$ cat config.mk
export PLATFORM = sky130hd
export DESIGN_NAME = wb_slave_mux
export DESIGN_NICKNAME = d
export VERILOG_FILES = /design/src/rtl/wb_mux_pkg.sv /design/src/rtl/wb_addr_decode.sv /design/src/rtl/wb_slave_mux.sv
export SDC_FILE = /design/constraint.sdc
export NUM_CORES = 1
export LEC_CHECK = 0
export ABC_AREA = 1
export CORE_ASPECT_RATIO = 1.25
export CORE_MARGIN = 8
export CORE_UTILIZATION = 32
export DETAILED_ROUTE_END_ITERATION = 12
export PLACE_DENSITY = 0.62
export SYNTH_ARGS = -nofsm -noshare
export SYNTH_HDL_FRONTEND = slang
export SYNTH_HIERARCHICAL = 1
export SYNTH_SLANG_ARGS = --single-unit
export TNS_END_PERCENT = 10
$ cat constraint.sdc
create_clock -name i_clk -period 2.2 [get_ports i_clk]
set_clock_uncertainty 0.05 [all_clocks]
set_input_delay 0.44 -clock i_clk [delete_from_list [all_inputs] [get_ports i_clk]]
set_output_delay 0.44 -clock i_clk [all_outputs]
set_load 0.02 [all_outputs]
$ cat src/rtl/wb_mux_pkg.sv
// Shared definitions for the Wishbone slave mux.
// FSM state encoding and slave count.
package wb_mux_pkg;

  localparam int NSLV = 4;

  typedef enum logic [1:0] {
    IDLE   = 2'd0,
    ACTIVE = 2'd1,
    RESP   = 2'd2
  } state_e;

endpackage

$ cat src/rtl/wb_addr_decode.sv
// Combinational region decoder for the Wishbone slave mux.
// The lowest-numbered matching region wins.
module wb_addr_decode #(
  parameter int ADDR_W = 24,
  parameter logic [ADDR_W-1:0] BASE0 = 24'h000000,
  parameter logic [ADDR_W-1:0] BASE1 = 24'h100000,
  parameter logic [ADDR_W-1:0] BASE2 = 24'h200000,
  parameter logic [ADDR_W-1:0] BASE3 = 24'h300000,
  parameter logic [ADDR_W-1:0] MASK0 = 24'hF00000,
  parameter logic [ADDR_W-1:0] MASK1 = 24'hF00000,
  parameter logic [ADDR_W-1:0] MASK2 = 24'hF00000,
  parameter logic [ADDR_W-1:0] MASK3 = 24'hF00000
) (
  input  logic [ADDR_W-1:0] adr,
  output logic              hit,
  output logic [1:0]        idx
);

  always_comb begin
    hit = 1'b1;
    idx = 2'd0;
    priority case (1'b1)
      ((adr & MASK0) == BASE0): idx = 2'd0;
      ((adr & MASK1) == BASE1): idx = 2'd1;
      ((adr & MASK2) == BASE2): idx = 2'd2;
      ((adr & MASK3) == BASE3): idx = 2'd3;
      default:                  hit = 1'b0;
    endcase
  end

endmodule

$ cat src/rtl/wb_slave_mux.sv
// Single-master, 4-slave Wishbone classic interconnect.
// Registered request/response paths with timeout.
module wb_slave_mux
  import wb_mux_pkg::*;
#(
  parameter int ADDR_W = 24,
  parameter int DATA_W = 16,
  parameter int SEL_W  = 2,
  parameter int TMO    = 255,
  parameter logic [ADDR_W-1:0] BASE0 = 24'h000000,
  parameter logic [ADDR_W-1:0] BASE1 = 24'h100000,
  parameter logic [ADDR_W-1:0] BASE2 = 24'h200000,
  parameter logic [ADDR_W-1:0] BASE3 = 24'h300000,
  parameter logic [ADDR_W-1:0] MASK0 = 24'hF00000,
  parameter logic [ADDR_W-1:0] MASK1 = 24'hF00000,
  parameter logic [ADDR_W-1:0] MASK2 = 24'hF00000,
  parameter logic [ADDR_W-1:0] MASK3 = 24'hF00000
) (
  input  logic                   i_clk,
  input  logic                   i_rst,
  input  logic                   m_cyc,
  input  logic                   m_stb,
  input  logic                   m_we,
  input  logic [ADDR_W-1:0]      m_adr,
  input  logic [DATA_W-1:0]      m_dat_i,
  input  logic [SEL_W-1:0]       m_sel,
  output logic [DATA_W-1:0]      m_dat_o,
  output logic                   m_ack,
  output logic                   m_err,
  output logic [NSLV-1:0]        s_cyc,
  output logic [NSLV-1:0]        s_stb,
  output logic                   s_we,
  output logic [ADDR_W-1:0]      s_adr,
  output logic [DATA_W-1:0]      s_dat_o,
  output logic [SEL_W-1:0]       s_sel,
  input  logic [NSLV*DATA_W-1:0] s_dat_i,
  input  logic [NSLV-1:0]        s_ack,
  input  logic [NSLV-1:0]        s_err,
  output logic                   o_busy
);

  localparam int TW = $clog2(TMO + 1);
  localparam logic [TW-1:0] TMO_M1 = TW'(TMO - 1);
  localparam logic [TW-1:0] TMR_MAX = '1;

  state_e              state_q;
  logic [TW-1:0]       tmr_q;
  logic [1:0]          idx_q;
  logic                m_ack_q;
  logic                m_err_q;
  logic [DATA_W-1:0]   m_dat_q;
  logic [NSLV-1:0]     s_cyc_q;
  logic [NSLV-1:0]     s_stb_q;
  logic                s_we_q;
  logic [ADDR_W-1:0]   s_adr_q;
  logic [DATA_W-1:0]   s_dat_q;
  logic [SEL_W-1:0]    s_sel_q;

  logic                hit;
  logic [1:0]          idx;
  logic [NSLV-1:0]     idx_oh;

  wb_addr_decode #(
    .ADDR_W (ADDR_W),
    .BASE0  (BASE0),
    .BASE1  (BASE1),
    .BASE2  (BASE2),
    .BASE3  (BASE3),
    .MASK0  (MASK0),
    .MASK1  (MASK1),
    .MASK2  (MASK2),
    .MASK3  (MASK3)
  ) u_dec (
    .adr (m_adr),
    .hit (hit),
    .idx (idx)
  );

  assign idx_oh = NSLV'(1) << idx;

  always_ff @(posedge i_clk or negedge i_rst) begin
    if (!i_rst) begin
      state_q <= IDLE;
      tmr_q   <= '0;
      idx_q   <= '0;
      m_ack_q <= 1'b0;
      m_err_q <= 1'b0;
      m_dat_q <= '0;
      s_cyc_q <= '0;
      s_stb_q <= '0;
      s_we_q  <= 1'b0;
      s_adr_q <= '0;
      s_dat_q <= '0;
      s_sel_q <= '0;
    end else begin
      unique case (state_q)
        IDLE: begin
          m_ack_q <= 1'b0;
          m_err_q <= 1'b0;
          if (m_cyc && m_stb) begin
            s_we_q  <= m_we;
            s_adr_q <= m_adr;
            s_dat_q <= m_dat_i;
            s_sel_q <= m_sel;
            tmr_q   <= '0;
            if (hit) begin
              idx_q   <= idx;
              s_cyc_q <= idx_oh;
              s_stb_q <= idx_oh;
              state_q <= ACTIVE;
            end else begin
              m_err_q <= 1'b1;
              state_q <= RESP;
            end
          end
        end
        ACTIVE: begin
          // Abort beats any response; err beats ack.
          if (!m_cyc) begin
            s_cyc_q <= '0;
            s_stb_q <= '0;
            state_q <= IDLE;
          end else if (s_err[idx_q]) begin
            s_cyc_q <= '0;
            s_stb_q <= '0;
            m_err_q <= 1'b1;
            state_q <= RESP;
          end else if (s_ack[idx_q]) begin
            s_cyc_q <= '0;
            s_stb_q <= '0;
            m_ack_q <= 1'b1;
            if (!s_we_q)
              m_dat_q <= s_dat_i[idx_q*DATA_W +: DATA_W];
            state_q <= RESP;
          end else if (tmr_q == TMO_M1) begin
            s_cyc_q <= '0;
            s_stb_q <= '0;
            m_err_q <= 1'b1;
            state_q <= RESP;
          end else if (tmr_q != TMR_MAX) begin
            tmr_q <= tmr_q + TW'(1);
          end
        end
        RESP: begin
          m_ack_q <= 1'b0;
          m_err_q <= 1'b0;
          state_q <= IDLE;
        end
        default: state_q <= IDLE;
      endcase
    end
  end

  assign m_dat_o = m_dat_q;
  assign m_ack   = m_ack_q;
  assign m_err   = m_err_q;
  assign s_cyc   = s_cyc_q;
  assign s_stb   = s_stb_q;
  assign s_we    = s_we_q;
  assign s_adr   = s_adr_q;
  assign s_dat_o = s_dat_q;
  assign s_sel   = s_sel_q;
  assign o_busy  = (state_q != IDLE);

endmodule

==> flow_metrics.env, run 1 <==
export IMPL_status="finished, final reports clean"
export IMPL_muxShareOfSynthArea=0
export IMPL_grt_util_all_layers=0.164
export IMPL_drt_iter0_markers=193
export IMPL_ctsHoldBuffers=0
export IMPL_finalCritPeriodShare=0.887
export IMPL_vdd_drop_max_uv=630
export IMPL_avgSynthCellArea_um2=7.42
export IMPL_ant_nets=0
export IMPL_endpoint_kind="output pin"
export IMPL_wl_per_cell_um=14.8
export IMPL_antenna_found_initial=0
export IMPL_synth_commonest_cells="215 x nand2_1, 77 x dfrtp_1, 50 x nor2_1, 40 x inv_1, 38 x o21ai_0"
export IMPL_startpoint_type="flip-flop"
export IMPL_worst_slew_pin_slew_ps=472
export IMPL_min_period_ps=1950
export IMPL_routed_via_density=4.59
export IMPL_path_max_fanout=4
export IMPL_final_hold_violation_count=0
export IMPL_setup_viol=0
export IMPL_grt_pass1_wl_um=21400
export IMPL_drive_gt1_frac=0.0579
export IMPL_slew_limit_headroom=0.686
export IMPL_tns_ps=0
export IMPL_max_freq_ghz=0.513
export IMPL_area_delta_synth_final_pct=58.0
export IMPL_synth_compound_gate_area_share=0.102
export IMPL_synth_xor_area_frac=0.00436
export IMPL_cts_tree="built"
export IMPL_clockRootBuffer="clkbuf_16"
export IMPL_first_pass_iters=4
export IMPL_yosys_warnings=6
export IMPL_clk_latency_ps=330
export IMPL_core_area_um2=12200
export IMPL_hold_worst_slack_ps=15.1
export IMPL_syn_nets=666
export IMPL_yosys_register_bits=77
export IMPL_dieWidth_um=116
export IMPL_synthAdderAreaFrac=0.0187
export IMPL_initial_core_util=0.329
export IMPL_rsz0062_at_grt="no"
export IMPL_nets=847
export IMPL_maxCapViolCount=0
export IMPL_synth_top_flop_cell="dfrtp_1"
export IMPL_dr_total_vias=4084
export IMPL_synthSimpleGateAreaFrac=0.314
export IMPL_io_buffers=188
export IMPL_synthArstFlopShare=1.00
export IMPL_synthCells=541
export IMPL_clockBufferDepth=2
export IMPL_dpl_hpwl_um=10200
export IMPL_grt_overflow=0
export IMPL_grt_max_degree=44
export IMPL_fin_total_pwr_uw=7950
export IMPL_maxSlewViolCount=0
export IMPL_drcViolationCount=0
export IMPL_cts_buffers=9
export IMPL_leakagePower_uw=0.00301
export IMPL_yosysUniqueCellTypes=31
export IMPL_syn_area_um2=4020
export IMPL_grt_pass1_vias=4173
export IMPL_synthTopCellsByArea="dfrtp_1 48%, nand2_1 20%, o21ai_0 4.7%, nor2_1 4.7%, inv_1 3.7%"
export IMPL_ios=189
export IMPL_critPathKind="reg -> out"
export IMPL_post_route_util=0.519
export IMPL_synth_most_common_cell="nand2_1"
export IMPL_yosys_area_top_type_share=0.480
export IMPL_synth_edf_count=0
export IMPL_power_density_nw_per_um2=1250
export IMPL_hp_class="in -> async"
export IMPL_dieArea_um2=16400
export IMPL_synth_top_family_by_area="simple AND/OR/NAND/NOR gates"
export IMPL_path_clk_slew_ps=60
export IMPL_cts_sinks=77
export IMPL_htreeDepth=3
export IMPL_drt_wl_total_um=13200
export IMPL_yosysTopAreaCell="dfrtp_1"
export IMPL_row_count=45
export IMPL_die_y_um=141
export IMPL_ys_seq_area_frac=0.480
export IMPL_gp_congestion=0.817
export IMPL_arrival_ps=1460
export IMPL_antenna_cells=0
export IMPL_fillers=1197
export IMPL_cp_required_ps=1710
[final cells by class]
type | count | area, um^2 | area share
timing repair buffer | 197 | 1980 | 0.313
sequential | 77 | 1930 | 0.304
multi-input combinational | 391 | 1760 | 0.278
clock buffer | 10 | 239 | 0.0377
tap | 164 | 205 | 0.0324
inverter | 46 | 175 | 0.0276
clock inverter | 4 | 50.0 | 0.00789
[critical path: stages, from the launching register on]
cell	delay, ps
dfrtp_1	400
inv_1	80
ha_1	210
inv_1	100
dlygate4sd2_1	350
[metrics by stage]
step	cells	instance area, um^2	setup slack (ps)
after floorplan	541	4020	629
after global placement	875	6050	265
after detailed placement	875	6050	209
after CTS	889	6340	230
after global routing	889	6340	174
final	889	6340	250
[power breakdown]
part / internal, uW / total (uW) / switching, uW / leakage, uW
sequential: 2020 / 2390 / 368 / 0.000995
combinational: 1810 / 4100 / 2290 / 0.00188
clock: 894 / 1450 / 559 / 0.000136
total: 4730 / 7950 / 3220 / 0.00301
[final timing paths]
check | from | slack [ps] | depth (start not counted) | endpoint
setup reg to reg | idx_q[0] | 470 | 8 | m_dat_o[0]
hold / removal | i_rst | 20 | 1 | s_dat_o[6]
hold reg to reg | s_dat_o[11] | 430 | 2 | s_dat_o[11]
setup / recovery | state_q[0] | 250 | 4 | o_busy
min in group i_clk | s_dat_o[11] | 430 | 2 | s_dat_o[11]
max in group asynchronous | i_rst | 1520 | 2 | s_stb[0]
[routing by layer]
metal,vias up,track usage,wire length [um]
met3,13,0.0607,1120
met1,1885,0.190,5370
met5,-,0,0
li1,2054,-,-
met4,0,0.0479,194
met2,132,0.273,6480
[timing repair]
item,CTS,global route
setup endpoints to repair,1,0
resized for setup,1,0
buffers inserted,0,0
[logic make-up after synthesis]
kind of cell / count (synthesis)
fa+ha+maj: 6
simple gates: 310
flops: 77
xor+xnor: 2
compound gates: 73
buf+inv: 73
[cells in the final DEF, fill, tap and decap left out, drive strengths merged]
master         synthesis  layout
nor2                  52      52
clkdlybuf4s50          0     186
inv                   45      45
nand3                 28      28
a21oi                  1       1
clkbuf                11      10
o21ai                 53      53
nor3                   6       6
dlygate4sd2            0       1
nor3b                  1       1
bufinv                 0       1
o21bai                 2       2
nand2                221     221
xnor2                  1       1
o22ai                 16      16
o31ai                  1       1
xor2                   1       1
clkinv                 1       2
nand4                  2       2
buf                   16      10
clkinvlp               0       2
ha                     6       6
dfrtp                 77      77
[flip-flops by register name, summed over array words and instances (netlist names)]
register / count
s_adr: 24
m_dat_o: 16
s_dat_o: 16
tmr_q: 8
s_stb: 4
idx_q: 2
s_sel: 2
state_q: 2
m_ack: 1
m_err: 1
s_we: 1
Note: power is estimated with default switching activity, not from simulation.
==> run 2, diff against run 1 <==
--- a/config.mk
+++ b/config.mk
@@ -10,7 +10,7 @@
 export CORE_MARGIN = 8
 export CORE_UTILIZATION = 32
 export DETAILED_ROUTE_END_ITERATION = 12
-export PLACE_DENSITY = 0.62
+export PLACE_DENSITY = 0.65
 export SYNTH_ARGS = -nofsm -noshare
 export SYNTH_HDL_FRONTEND = slang
 export SYNTH_HIERARCHICAL = 1
==> constraint.sdc (replaced) <==
create_clock -name i_clk -period 1.6 [get_ports i_clk]
set_clock_uncertainty 0.05 [all_clocks]
set_input_delay 0.24 -clock i_clk [delete_from_list [all_inputs] [get_ports i_clk]]
set_output_delay 0.24 -clock i_clk [all_outputs]
set_load 0.02 [all_outputs]
==> run 2 against run 1 <==
Via count rose by 2.9%. Combinational power rose by 34%. Setup slack got worse by 160 ps. Largest power group unchanged. Hold slack improved by 240 ps. Flip-flop and latch count did not move. Final cell count rose by 3.1%. Die area did not move. Register-to-register slack got worse by 380 ps.
==> flow_metrics.env, run 2 (synthesis gave the netlist of run 1 again) <==
export IMPL_status="finished, final reports clean"
export IMPL_area_delta_synth_final_pct=65.7
export IMPL_row_count=45
export IMPL_layout_common_cells="211 x nand2_1, 117 x clkdlybuf4s50_1, 76 x dfrtp_1"
export IMPL_largest_reg_flops=24
export IMPL_post_route_util=0.544
export IMPL_dpl_hpwl_um=10800
export IMPL_hp_class="in -> async"
export IMPL_min_period_ps=1510
export IMPL_vdd_drop_max_uv=872
export IMPL_ios=189
export IMPL_power_frac_seq=0.299
export IMPL_cts_buffers=9
export IMPL_maxSlewViolCount=0
export IMPL_core_area_um2=12200
export IMPL_final_hold_violation_count=0
export IMPL_antenna_cells=0
export IMPL_endpoint_kind="flip-flop"
export IMPL_grt_overflow=0
export IMPL_nets=873
export IMPL_leakagePower_uw=0.00349
export IMPL_ant_nets=0
export IMPL_slew_limit_headroom=0.789
export IMPL_drt_iter0_markers=124
export IMPL_wl_per_cell_um=15.2
export IMPL_initial_core_util=0.329
export IMPL_final_cells=917
export IMPL_antenna_found_initial=0
export IMPL_drt_wl_total_um=13900
export IMPL_mostFrequentLayoutCell="nand2_1"
export IMPL_path_max_fanout=8
export IMPL_clk_latency_ps=330
export IMPL_routed_via_density=4.58
export IMPL_grt_pass1_wl_um=22100
export IMPL_drcViolationCount=0
export IMPL_grt_max_degree=47
export IMPL_max_freq_ghz=0.662
export IMPL_p_int_uw=6360
export IMPL_critPathKind="reg -> reg"
export IMPL_dr_total_vias=4203
export IMPL_grt_util_all_layers=0.170
export IMPL_dieArea_um2=16400
export IMPL_htreeDepth=3
export IMPL_gp_congestion=0.852
export IMPL_arrival_ps=1680
export IMPL_power_density_nw_per_um2=1650
export IMPL_switching_share=0.420
export IMPL_dieWidth_um=116
export IMPL_finalCritPeriodShare=0.944
export IMPL_maxCapViolCount=0
export IMPL_cts_sinks=77
export IMPL_cts_tree="built"
export IMPL_clockBufferDepth=2
export IMPL_p_sw_uw=4600
export IMPL_drive_gt1_frac=0.120
export IMPL_grt_pass1_vias=4341
export IMPL_combinationalPowerShare=0.500
export IMPL_power_frac_clock=0.201
export IMPL_dp_cells=895
export IMPL_cp_required_ps=1770
export IMPL_rsz0062_at_grt="yes"
export IMPL_path_clk_slew_ps=70
export IMPL_die_y_um=141
export IMPL_worst_slew_pin_slew_ps=318
export IMPL_startpoint_type="flip-flop"
export IMPL_clockRootBuffer="clkbuf_16"
export IMPL_hold_worst_slack_ps=257
export IMPL_setup_viol=0
export IMPL_io_buffers=188
export IMPL_first_pass_iters=4
run 2: cell count changes in the layout (fill, tap and decap cells not counted), sizes merged:
cell,previous run,this run
dlygate4sd2,1,59
clkinv,2,1
bufinv,1,2
dlymetal6s2s,0,10
clkinvlp,2,1
dlygate4sd3,0,1
buf,10,36
inv,45,48
clkdlybuf4s50,186,117
run 2: layout make-up:
class                      count  area, um^2
clock buffer                  10         229
multi-input combinational    391        1860
sequential                    77        1930
fill                        1150        5570
inverter                      46         175
timing repair buffer         223        2160
tap                          164         205
clock inverter                 6        93.8
run 2: critical path: stages (launching register included):
cell and delay, ps:
dfrtp_1 420, inv_2 80, ha_2 170, nand3_2 70, nand2_1 90, nand2_1 60
nand2_1 90, nand2_2 100, buf_12 160, nand3_1 70, nand2_1 50
run 2: repair_timing:
action,in CTS,in global routing
hold buffers,1,0
pin swaps,0,8
resized for setup,63,37
setup endpoints to repair,61,43
endpoints found under the hold margin,14,0
buffers inserted,0,5
gates cloned,0,0
run 2: routing by layer:
layer	GRT usage	routed length [um]	vias up
li1	-	-	2114
met1	0.194	5560	1943
met2	0.282	7000	128
met3	0.0615	1050	18
met4	0.0650	295	0
met5	0	0	-
run 2: final timing paths:
kind                       slack [ps]  cells past startpoint          to  startpoint
setup reg to reg                   90                     10    tmr_q[7]    tmr_q[0]
min in group i_clk                380                      3   s_adr[18]   m_adr[18]
hold / removal                    260                      2   s_adr[19]       i_rst
setup / recovery                   90                     10    tmr_q[7]    tmr_q[0]
max in group asynchronous         730                      3  s_dat_o[2]       i_rst
hold reg to reg                   420                      2       m_err       m_err
run 2: power groups by stage:
stage	combinational (uW)	sequential (uW)	clock (uW)
2_1_floorplan	2120	4240	0
3_3_place_gp	5820	3300	0
3_5_place_dp	5920	3320	0
4_1_cts	5450	3290	2250
5_1_grt	6010	3400	2350
6_report	5480	3280	2200
run 2: through the flow:
stage	setup slack (ps)	total power (uW)	setup TNS (ps)	instance area, um^2
2_1_floorplan	28.8	6350	0	4020
3_3_place_gp	-109	9120	-3880	6220
3_5_place_dp	-187	9240	-6570	6220
4_1_cts	-9.72	11000	-9.72	6480
5_1_grt	-17.0	11800	-63.1	6650
6_report	88.8	11000	0	6650
==> run 3, diff against run 2 <==
--- a/config.mk
+++ b/config.mk
@@ -9,8 +9,11 @@
 export CORE_ASPECT_RATIO = 1.25
 export CORE_MARGIN = 8
 export CORE_UTILIZATION = 32
+export CTS_CLUSTER_DIAMETER = 120
 export DETAILED_ROUTE_END_ITERATION = 12
+export HOLD_SLACK_MARGIN = 0.02
 export PLACE_DENSITY = 0.65
+export SKIP_CTS_REPAIR_TIMING = 1
 export SYNTH_ARGS = -nofsm -noshare
 export SYNTH_HDL_FRONTEND = slang
 export SYNTH_HIERARCHICAL = 1
==> run 3 against run 2 <==
First-iteration DRC count down 7.3%. Die area unchanged. Final area is 4.1% higher. Critical path depth decreased by 1. Flip-flop and latch count did not move. Utilization is 2.2 points higher. Combinational power grew 7.7%. Total power grew 3.9%. Via count up 0.29%. Hold slack got worse by 1.7 ps. Register-to-register slack lost 30 ps. Largest cell class unchanged.
==> flow_metrics.env, run 3 (synthesis gave the netlist of run 1 again) <==
export IMPL_antenna_cells=0
export IMPL_core_area_um2=12200
export IMPL_htreeDepth=3
export IMPL_die_y_um=141
export IMPL_maxCapViolCount=0
export IMPL_area_delta_synth_final_pct=72.4
export IMPL_leakagePower_uw=0.00414
export IMPL_max_stage_delay_ps=380
export IMPL_antenna_found_initial=0
export IMPL_grt_overflow=0
export IMPL_setup_ws_ps=54.3
export IMPL_drcViolationCount=0
export IMPL_cts_tree="built"
export IMPL_min_period_ps=1550
export IMPL_tns_ps=0
export IMPL_arrival_ps=1760
export IMPL_finalCritPeriodShare=0.966
export IMPL_cts_sinks=77
export IMPL_startpoint_type="flip-flop"
export IMPL_grt_util_all_layers=0.170
export IMPL_path_max_fanout=8
export IMPL_drive_gt1_frac=0.133
export IMPL_grt_pass1_wl_um=22100
export IMPL_ant_nets=0
export IMPL_fin_total_pwr_uw=11400
export IMPL_row_count=45
export IMPL_first_pass_iters=4
export IMPL_dr_total_vias=4215
export IMPL_highest_layer="met4"
export IMPL_cts_buffers=9
export IMPL_vdd_drop_max_uv=976
export IMPL_wl_per_cell_um=15.4
export IMPL_worst_slew_pin_slew_ps=331
export IMPL_slew_limit_headroom=0.779
export IMPL_fillers=1099
export IMPL_max_freq_ghz=0.647
export IMPL_grt_max_degree=47
export IMPL_pre_cts_ws_ps=-187
export IMPL_critPathTopFamily="simple AND/OR/NAND/NOR gates"
export IMPL_clockBufferDepth=2
export IMPL_gp_congestion=0.852
export IMPL_cpMostUsedCell="inv_2"
export IMPL_largest_reg_flops=24
export IMPL_clk_latency_ps=330
export IMPL_wl_met3_um=1100
export IMPL_clockRootBuffer="clkbuf_16"
export IMPL_status="finished, final reports clean"
export IMPL_ios=189
export IMPL_setup_viol=0
export IMPL_mostFrequentLayoutCell="nand2_1"
export IMPL_critPathKind="reg -> reg"
export IMPL_io_buffers=188
export IMPL_m1WireLength_um=5570
export IMPL_initial_core_util=0.329
export IMPL_cp_required_ps=1820
export IMPL_path_cells="inv_2 -> buf_6 -> ha_4 -> inv_4 -> o21ai_4 -> inv_2 -> nor2_4 -> nand3_2 -> nand2_1"
export IMPL_rsz0062_at_grt="yes"
export IMPL_cpMaxStageDelayCell="dfrtp_1"
export IMPL_cp_num_buf_inv=4
export IMPL_met2_length_um=7110
export IMPL_dieArea_um2=16400
export IMPL_power_density_nw_per_um2=1650
export IMPL_drt_iter0_markers=115
export IMPL_hp_class="in -> async"
export IMPL_layout_common_cells="206 x nand2_1, 117 x clkdlybuf4s50_1, 75 x dfrtp_1"
export IMPL_nets=873
export IMPL_dpl_hpwl_um=10800
export IMPL_routed_via_density=4.60
export IMPL_path_clk_slew_ps=70
export IMPL_dieWidth_um=116
export IMPL_endpoint_kind="flip-flop"
export IMPL_maxSlewViolCount=0
export IMPL_final_hold_violation_count=0
export IMPL_grt_pass1_vias=4338
export IMPL_drt_wl_total_um=14100
[run 3: cell types whose count changed in the layout (fill, tap and decap cells not counted), sizes merged]
| cell | change |
|---|---|
| buf | -2 |
| clkbuf | +1 |
| dlygate4sd2 | -59 |
| dlymetal6s2s | +60 |
[run 3: path summary, 6_finish.rpt]
check	cells past startpoint	startpoint	to	slack, ps
worst max-delay path	9	state_q[1]	tmr_q[3]	50
worst min-delay path	2	i_rst	s_adr[19]	260
worst max register to register	9	state_q[1]	tmr_q[3]	50
worst min register to register	2	m_err	m_err	420
max in group asynchronous	3	i_rst	s_dat_o[2]	730
min in group i_clk	3	m_adr[18]	s_adr[18]	380
[run 3: layer usage]
layer / vias up / track usage
met4: 0 / 0.0650
met1: 1948 / 0.193
met5: - / 0
met2: 126 / 0.281
li1: 2119 / -
met3: 22 / 0.0641
[run 3: where the power goes]
group	switching (uW)	internal, uW	total, uW	leakage (uW)
Combinational	3310	2590	5900	0.00299
Clock	825	1380	2210	0.000154
Sequential	500	2780	3280	0.000992
Total	4640	6760	11400	0.00414
[run 3: cell type report]
class,count,area (um^2),share of cell area
inverters,46,178,0.0257
repair buffers,223,2390,0.345
multi-input cells,391,1900,0.274
well taps,164,205,0.0296
flip-flops and latches,77,1930,0.279
clock buffers,10,229,0.0331
clock inverters,6,93.8,0.0136
[run 3: stage by stage]
stage / util / instances / area [um^2] / hold slack, ps
after floorplan: - / 541 / 4020 / -106
after global placement: 0.509 / 895 / 6220 / 63.6
after detailed placement: 0.509 / 895 / 6220 / 68.6
after CTS: 0.535 / 911 / 6540 / -296
after global routing: 0.567 / 917 / 6920 / 275
final: 0.567 / 917 / 6920 / 255
